<file path="src/rtl/ff_bist_pkg.sv">
// ff_bist_pkg: shared types and constants for the flip-flop BIST engine.
//   state_e    - BIST sequencer states
//   TAP_MASK   - feedback taps of the 8-bit LFSR (bits 7,5,4,3)
//   DEF_SEED   - default LFSR seed
//   RST_CYCLES - cycles the DUT is held in reset before data is driven
//   seed_fix() - maps an all-zero seed (LFSR lock-up) to 8'h01
`timescale 1ns/1ps
package ff_bist_pkg;

  typedef enum logic [2:0] {
    IDLE    = 3'd0,
    RST_DUT = 3'd1,
    RUN     = 3'd2,
    FLUSH   = 3'd3,
    DONE    = 3'd4
  } state_e;

  localparam logic [7:0] TAP_MASK   = 8'hB8;
  localparam logic [7:0] DEF_SEED   = 8'hA5;
  localparam int         RST_CYCLES = 2;

  function automatic logic [7:0] seed_fix(input logic [7:0] s);
    return (s == 8'h00) ? 8'h01 : s;
  endfunction

endpackage

</file>
<file path="src/rtl/ff_bist_if.sv">
// ff_bist_if: control/status and DUT-side signals of the BIST engine.
//   start     - launch pulse (harness -> bist)
//   busy/done/pass/err_count - status (bist -> harness)
//   dut_rst/dut_d - stimulus to the flop under test
//   dut_q     - response from the flop under test
// modport slave is the BIST engine, modport master is the harness.
`timescale 1ns/1ps
interface ff_bist_if #(
  parameter int CNT_W = 8
) ();
  logic             start;
  logic             busy;
  logic             done;
  logic             pass;
  logic [CNT_W-1:0] err_count;
  logic             dut_rst;
  logic             dut_d;
  logic             dut_q;

  modport slave (
    input  start, dut_q,
    output busy, done, pass, err_count, dut_rst, dut_d
  );

  modport master (
    output start, dut_q,
    input  busy, done, pass, err_count, dut_rst, dut_d
  );
endinterface

</file>
<file path="src/rtl/ff_bist_lfsr8.sv">
// lfsr8: 8-bit Fibonacci LFSR, shifting left, feedback into bit 0.
//   clk, rst (async active-low) - reset loads RST_SEED
//   load  - reload from seed (priority over en)
//   en    - advance one step
//   seed  - reload value
//   state - current LFSR contents
// An all-zero seed would lock the LFSR, so it is replaced by 8'h01.
`timescale 1ns/1ps
module lfsr8
  import ff_bist_pkg::*;
#(
  parameter logic [7:0] RST_SEED = DEF_SEED
) (
  input  logic       clk,
  input  logic       rst,
  input  logic       load,
  input  logic       en,
  input  logic [7:0] seed,
  output logic [7:0] state
);

  always_ff @(posedge clk or negedge rst) begin
    if (!rst)      state <= seed_fix(RST_SEED);
    else if (load) state <= seed_fix(seed);
    else if (en)   state <= {state[6:0], ^(state & TAP_MASK)};
  end

endmodule

</file>
<file path="src/rtl/ff_bist.sv">
// ff_bist: built-in self-test for a single-bit D flop.
//   clk  - rising-edge clock
//   rst  - async active-low reset
//   bus  - ff_bist_if.slave: start in; busy/done/pass/err_count out;
//          dut_rst/dut_d out to the flop, dut_q back from it
// Sequence: hold the DUT in reset for RST_CYCLES (q must read 0 in the
// last reset cycle), drive NUM_VECTORS LFSR bits, compare each q one
// cycle after the bit was presented, then report. err_count saturates.
`timescale 1ns/1ps
module ff_bist
  import ff_bist_pkg::*;
#(
  parameter int         NUM_VECTORS = 16,
  parameter logic [7:0] LFSR_SEED   = DEF_SEED,
  parameter int         CNT_W       = 8
) (
  input logic clk,
  input logic rst,
  ff_bist_if.slave bus
);

  localparam int VC_W = 8;
  localparam int RC_W = $clog2(RST_CYCLES);

  state_e            st;
  logic [VC_W-1:0]   vcnt;   // vectors driven so far
  logic [RC_W-1:0]   rcnt;
  logic              d_prev;
  logic              busy_r, done_r, dut_rst_r, dut_d_r;
  logic [CNT_W-1:0]  err;
  logic [7:0]        lfsr;

  logic lfsr_load, lfsr_en, rst_last, rst_chk, data_chk, miss;

  always_comb begin
    rst_last  = (st == RST_DUT) && (rcnt == RC_W'(RST_CYCLES - 1));
    lfsr_load = ((st == IDLE) || (st == DONE)) && bus.start;
    // first vector leaves on the RST_DUT->RUN edge, the rest during RUN
    lfsr_en   = rst_last || ((st == RUN) && (vcnt < VC_W'(NUM_VECTORS)));
    rst_chk   = rst_last;
    // the first RUN cycle has no captured vector yet; FLUSH checks the last
    data_chk  = ((st == RUN) && (vcnt != VC_W'(1))) || (st == FLUSH);
    miss      = 1'b0;
    if (rst_chk)       miss = bus.dut_q;
    else if (data_chk) miss = bus.dut_q ^ d_prev;
  end

  lfsr8 #(.RST_SEED(LFSR_SEED)) u_lfsr (
    .clk   (clk),
    .rst   (rst),
    .load  (lfsr_load),
    .en    (lfsr_en),
    .seed  (LFSR_SEED),
    .state (lfsr)
  );

  always_ff @(posedge clk or negedge rst) begin
    if (!rst) begin
      st        <= IDLE;
      vcnt      <= '0;
      rcnt      <= '0;
      d_prev    <= 1'b0;
      busy_r    <= 1'b0;
      done_r    <= 1'b0;
      dut_rst_r <= 1'b0;
      dut_d_r   <= 1'b0;
      err       <= '0;
    end else begin
      if (miss && (err != {CNT_W{1'b1}})) err <= err + 1'b1;
      case (st)
        IDLE, DONE: begin
          if (bus.start) begin
            st        <= RST_DUT;
            err       <= '0;
            done_r    <= 1'b0;
            busy_r    <= 1'b1;
            dut_rst_r <= 1'b1;
            dut_d_r   <= 1'b0;
            rcnt      <= '0;
            vcnt      <= '0;
          end
        end
        RST_DUT: begin
          rcnt <= rcnt + RC_W'(1);
          if (rst_last) begin
            st        <= RUN;
            dut_rst_r <= 1'b0;
            dut_d_r   <= lfsr[7];
            vcnt      <= VC_W'(1);
          end
        end
        RUN: begin
          d_prev <= dut_d_r;
          if (vcnt < VC_W'(NUM_VECTORS)) begin
            dut_d_r <= lfsr[7];
            vcnt    <= vcnt + VC_W'(1);
          end else begin
            st <= FLUSH;
          end
        end
        FLUSH: begin
          st     <= DONE;
          done_r <= 1'b1;
          busy_r <= 1'b0;
        end
        default: st <= IDLE;
      endcase
    end
  end

  assign bus.busy      = busy_r;
  assign bus.done      = done_r;
  assign bus.pass      = done_r && (err == '0);
  assign bus.err_count = err;
  assign bus.dut_rst   = dut_rst_r;
  assign bus.dut_d     = dut_d_r;

endmodule

</file>
<file path="src/flat_wrapper.sv">
// flat-port wrapper written by rule: the top's interface ports become plain ports
module ff_bist_flat import ff_bist_pkg::*;
#(
  parameter int         NUM_VECTORS = 16,
  parameter logic [7:0] LFSR_SEED   = DEF_SEED,
  parameter int         CNT_W       = 8
)
  (clk, rst, bus_start, bus_dut_q, bus_busy, bus_done, bus_pass, bus_err_count, bus_dut_rst, bus_dut_d);
  ff_bist_if #(.CNT_W(CNT_W)) bus_i ();
  input logic clk;
  input logic rst;
  input wire logic [$bits(bus_i.start)-1:0] bus_start;
  input wire logic [$bits(bus_i.dut_q)-1:0] bus_dut_q;
  output wire logic [$bits(bus_i.busy)-1:0] bus_busy;
  output wire logic [$bits(bus_i.done)-1:0] bus_done;
  output wire logic [$bits(bus_i.pass)-1:0] bus_pass;
  output wire logic [$bits(bus_i.err_count)-1:0] bus_err_count;
  output wire logic [$bits(bus_i.dut_rst)-1:0] bus_dut_rst;
  output wire logic [$bits(bus_i.dut_d)-1:0] bus_dut_d;
  assign bus_i.start = bus_start;
  assign bus_i.dut_q = bus_dut_q;
  assign bus_busy = bus_i.busy;
  assign bus_done = bus_i.done;
  assign bus_pass = bus_i.pass;
  assign bus_err_count = bus_i.err_count;
  assign bus_dut_rst = bus_i.dut_rst;
  assign bus_dut_d = bus_i.dut_d;
  ff_bist #(.NUM_VECTORS(NUM_VECTORS), .LFSR_SEED(LFSR_SEED), .CNT_W(CNT_W)) u_core (.clk(clk), .rst(rst), .bus(bus_i));
endmodule
</file>
<file path="config.mk">
export PLATFORM = sky130hd
export DESIGN_NAME = ff_bist_flat
export DESIGN_NICKNAME = d
export VERILOG_FILES = /design/src/rtl/ff_bist_pkg.sv /design/src/rtl/ff_bist_if.sv /design/src/rtl/ff_bist_lfsr8.sv /design/src/rtl/ff_bist.sv /design/src/flat_wrapper.sv
export SDC_FILE = /design/constraint.sdc
export NUM_CORES = 1
export LEC_CHECK = 0
export ABC_CLOCK_PERIOD_IN_PS = 2900
export CAP_MARGIN = 20
export CORE_MARGIN = 2
export CORE_UTILIZATION = 30
export DETAILED_ROUTE_END_ITERATION = 6
export HOLD_SLACK_MARGIN = 0.05
export PLACE_DENSITY = 0.53
export SLEW_MARGIN = 10
export SYNTH_ARGS = -nofsm -noshare
export SYNTH_HDL_FRONTEND = slang
export SYNTH_HIERARCHICAL = 1
export SYNTH_SLANG_ARGS = --single-unit
</file>
<file path="constraint.sdc">
create_clock -name clk -period 2.9 [get_ports clk]
set_input_delay 0.58 -clock clk [delete_from_list [all_inputs] [get_ports clk]]
set_output_delay 0.58 -clock clk [all_outputs]
set_load 0.05 [all_outputs]
</file>
== Word-level counts from Yosys, hierarchy flattened ==
Cells that the tools add are included.
Operators by class
  add/subtract/negate cells: 3
  $lt $le $gt $ge: 1
  eq/ne operators: 10
  mux-type cells: 25
  bitwise operators: 1
  reductions and logical operators: 22
Operator list (count)
  two-way mux 8 bit: 8
  one-hot mux 8 bit (3 select lines): 1
  adder 8 x 1 -> 8 bit, second input constant: 2
  one-hot mux 3 bit (4 select lines): 1
  two-way mux 3 bit: 3
  zero test 8 bit: 1
  < comparator 8 x 5 -> 1 bit, second input constant: 1
  inequality test 8 x 1 -> 1 bit, second input constant: 1
  inequality test 8 bit, second input constant: 1
  one-hot mux 1 bit (2 select lines): 4
  XOR reduction 8 bit: 1
  two-way mux 1 bit: 7
  equality test 3 x 2 -> 1 bit, second input constant: 2
  logical AND 1 bit: 6
  inequality test 2 bit, second input constant: 3
  AND reduction 3 bit: 2
  nonzero test 2 bit: 3
  AND reduction 2 bit: 2
  AND reduction 4 bit: 1
  equality test 3 x 1 -> 1 bit, second input constant: 1
  equality test 3 bit, second input constant: 1
  zero test 3 bit: 1
  logical OR 1 bit: 3
  one-hot mux 1 bit (3 select lines): 1
  5 further kinds: 5
Storage, ports and cells
  register bits after elaboration: 33
  input port bits: 4
  output and inout bits: 13
  word-level logic and storage cells: 72

== Longest topological paths before layout ==
  depth after elaboration: 9
  gate-level depth with buffers: 8
  depth with buffers taken out: 7

== Cells and area by module ==
The synthesis kept the hierarchy.
By module, submodules not included
  ff_bist: instances 1, cells each 143, area an instance 1327.5 um^2, seq. area each 625.6 um^2
  lfsr8: instances 1, cells each 40, area an instance 407.9 um^2, seq. area each 205.2 um^2

== Worst setup path before layout ==
OpenSTA, ideal clock, no wires.
  path type: register -> output
  from: register u_core.err[2], in the netlist u_core/bus.err_count[2]
  to: output bus_pass
  arrival time: 2615 ps
  required time: 2320 ps
  slack: -295 ps
  stages on the path, launching flop included: 3
  buffers on the path: 0
  cells stage by stage: dfrtp_1 -> or4_1 -> nor4_1
Between the ends
  word-level cells in the longest chain between the ends: 2
RTL lines
  from (decl): RTL line ff_bist.sv:30  | logic [CNT_W-1:0] err;
  from (signal assigned): RTL line ff_bist.sv:69  | if (miss && (err != {CNT_W{1'b1}})) err <= err + 1'b1;
  zero test 8 bit: RTL line ff_bist.sv:113  | assign bus.pass = done_r && (err == '0);
  logical AND 1 bit: RTL line ff_bist.sv:113
  to (decl): RTL line flat_wrapper.sv:16  | output wire logic [$bits(bus_i.pass)-1:0] bus_pass;
No other way between the ends.

== Worst setup path in the final report ==
Ends and elaborated chain as after synthesis.

==> parameters.txt <==
Parameter                              Value

Synthesis
  Simple-Gate Fraction of Synth Area ... between 20% and 30%
  Post-Synth XOR/XNOR Area ... 3.533%
  Post-synthesis cell count ... around 180
  Netlist cell types ... 40
  Synthesized area per cell ... around 9.5 sq um
  Portion of the post-synthesis area used by sequential elements ... 47.87%
  Post-synthesis share of cell area spent on full adders, half adders and majority gates ... under 10%
  Number of register bits inferred by synthesis ... 33
  Main combinational cell family by area after synthesis ... simple AND/OR/NAND/NOR gates
  Multiplexer share of the synthesized area ... 6.345%
  Total standard cell area after synthesis ... about 0.0017 sq mm
  Synth Area in Compound Gates ... between 10% and 20%
  Yosys Warn Count ... 6

Clocking
  Clock tree from TritonCTS ... built
  Cell at the root of the clock tree ... sky130_fd_sc_hd__clkbuf_8
  Clk pin slew, worst setup/hold paths ... approximately 0.07 ns
  Clock Path Buffers ... 2
  CTS Hold Bufs ... 0
  Deepest level of the CTS H-tree ... 2
  Count of clock tree sinks ... 33
  Clock network latency to the later pin of the worst-skew pair ... around 0.28 ns
  Resized Gates After CTS ... 0
  Inserted Clock Buffers ... 5
  Postcts setup bufs ... 0

Layout
  Most frequent cells in the layout ... sky130_fd_sc_hd__dfrtp_1, sky130_fd_sc_hd__nand2_1, sky130_fd_sc_hd__o21ai_0
  Fraction of layout cells with a size suffix above 1 ... between 10% and 20%
  Most common library cell in the layout ignoring fill and taps ... sky130_fd_sc_hd__dfrtp_1
  Diode count ... 0
  Non-filler cells in the finished layout ... 291
  Net count, final ... between 200 and 250
  P&R area growth vs syn ... 24.30%

STA
  Final Setup Violations ... 0
  Final Hold Viols ... 0
  Max Clock Skew ... 0.009674 ns
  Slew HR ... 61.06%
  Worst-Margin Slew ... 0.5842 ns
  RSZ-0062 raised after global routing ... no
  Final min period ... 2.261 ns
  FMAX ... ~440 MHz
  Hold_ws ... 0.4922 ns
  Period utilisation layout ... 77.96%
  Max-slew violation count ... 0
  Setup total negative slack ... 0 ns

Power and ir drop
  Pwr dens ... about 960 mW/mm^2
  Leak pwr ... slightly above 0.9 nW
  VDD IR max ... around 0.30 mV
  Power after layout ... around 2.1 mW

Floorplanning
  Area of the die ... about 0.0064 sq mm
  Rows ... 27
  Core area ... roughly 0.0055 sq mm
  I/O pin count ... 17
  Die outline height ... approximately 80 microns
  Width of the die ... between 80 and 90 microns
  Starting Density ... between 30% and 40%

Worst setup path
  Worst-path cell chain ... or4_1 > nor4_2 > buf_4
  Slowest stage delay, CP ... roughly 0.56 ns
  Critical setup path kind ... flop to output port
  Data arrival time at the worst-slack endpoint ... 1.68 ns
  Reg2reg setup slack ... 0.79 ns
  Required time of the critical path ... between 2 and 2.5 ns
  Maximum fanout along the worst path ... 7
  Startpoint kind of the worst setup timing path ... flop
  Worst-path cell with the longest stage delay ... sky130_fd_sc_hd__or4_1
  Crit. End Element ... output port

Route
  DRT Wirelength ... between 3 and 4 mm
  Number of search-and-repair iterations in the first detailed-routing pass ... 4
  Total number of vias ... between 1000 and 1500
  Vias/cell ... roughly 4.7
  DRT iter0 DRCs ... 94
  Count of nets left with antenna violations after detail routing ... 0
  Final routed DRC violation total ... 0
  Routed WL per cell ... 12.38 microns

Global routing
  Initial antenna violation count ... 0
  Vias in the first global route ... about 1300
  Pin count of the biggest net entering global routing ... 34
  Gr ovfl total ... 0
  Busiest layer in global routing ... met2
  Met2 demand-to-capacity share in global routing ... between 10% and 20%
  Total Routing Usage GR ... between 10 and 15%
  Wire length of the first global-routing pass ... between 6 and 7 mm
  Met1 Usage GRT ... between 10% and 20%
  GR Util met3 ... roughly 3.8%

Placement
  Port buffer count ... 16
  Detailed Place HPWL ... between 2 and 2.5 mm
  Placed Cells incl. Taps ... roughly 280
  Placer congestion estimate ... 0.8848

Hold path
  Hold/Removal Path Class ... flop to flop

Run
  Count of max-cap constraint violations ... 0

Outcome
  Outcome ... finished clean
[report_power, final]
group          switching, mW  leakage (nW)  internal [mW]
sequential             0.150         0.424          0.614
clock                  0.168        0.0585          0.280
combinational          0.527         0.439          0.325
total                  0.844         0.921           1.22
[synth_stat cells, drive strengths merged]
master   instances  share of area, %
dfrtp           29                42
nand2           22               4.8
o21ai           19               5.7
nor2            13               3.0
a21oi           11               3.4
mux2i           11               6.3
nand3           10               2.9
inv              7               1.5
nor3             6               1.7
xor2             5               2.5
dfstp            4               6.1
ha               4               2.9
nand2b           4               1.4
and3             3               1.1
clkbuf           3              0.65
nor2b            3               1.1
nor4             3               1.4
o31ai            3               1.3
or4              3               1.3
buf              2              0.94
conb             2              0.43
nand4            2              0.72
o21a             2              0.86
xnor2            2               1.0
a211oi           1              0.43
a311oi           1              0.50
a31oi            1               1.2
and2             1              0.36
clkinv           1              0.22
nand3b           1              0.43
o2111ai          1              0.50
o221ai           1              0.50
or2              1              0.36
or3b             1              0.65
[layer usage]
layer | vias to the layer above | wire length (microns) | share of wire [%]
li1 | 696 | - | -
met1 | 641 | 1777 | 49
met2 | 32 | 1592 | 44
met3 | 9 | 153 | 4.2
met4 | 0 | 80 | 2.2
met5 | - | 0 | 0
[final cells by class]
| class | instances | area (sq um) |
|---|---|---|
| inverters | 8 | 30.03 |
| repair buffers | 20 | 187.7 |
| fillers | 576 | 3383 |
| flip-flops and latches | 33 | 830.8 |
| clock buffers | 7 | 86.33 |
| multi-input cells | 150 | 902.1 |
| well taps | 72 | 90.09 |
| clock inverters | 1 | 30.03 |
[cell families (layout without fill, tap and decap cells)]
logic type                 count (synthesis)  in the layout
xor gates and xnor gates                   7              7
and+or+nand+nor                           73             73
buffers and inverters                     13             36
adders and majority gates                  4              4
other                                      2             15
DFF                                       33             33
AOI/OAI and AO/OA                         40             40
muxes                                     11             11
[worst paths after layout]
check | from | endpoint | depth (start not counted)
max | u_core/bus.err_count[2] | bus_pass | 3
min | u_core/d_prev | u_core/d_prev | 2
max reg2reg | u_core/st[1] | u_core/bus.err_count[5] | 5
min reg2reg | u_core/d_prev | u_core/d_prev | 2
max in group asynchronous | rst | u_core/u_lfsr/state[0] | 2
min in group asynchronous | rst | u_core/bus.err_count[3] | 2
[state kept, by name, summed over array words and instances, names as in the netlist]
name / flops
u_core/bus.err_count: 8
u_core/u_lfsr/state: 8
u_core/vcnt: 8
u_core/st: 3
u_core/bus.busy: 1
u_core/bus.done: 1
u_core/bus.dut_d: 1
u_core/bus.dut_rst: 1
u_core/d_prev: 1
u_core/rcnt: 1
[through the flow]
stage | cell area, sq um | util (%) | worst slack (ns)
2_1_floorplan | 1790 | - | 0.2777
3_3_place_gp | 2041 | 36.83 | 0.7102
3_5_place_dp | 2041 | 36.83 | 0.6635
4_1_cts | 2157 | 38.93 | 0.6205
5_1_grt | 2157 | 38.93 | 0.5661
6_report | 2157 | 38.93 | 0.6390
[worst max-delay path, delay by kind of cell, from the launching register on]
family | cells | cell delay (ns)
buf+inv | 1 | 0.23
flops | 1 | 0.46
simple gates | 2 | 0.70
Power figures use the tool's default switching activity.
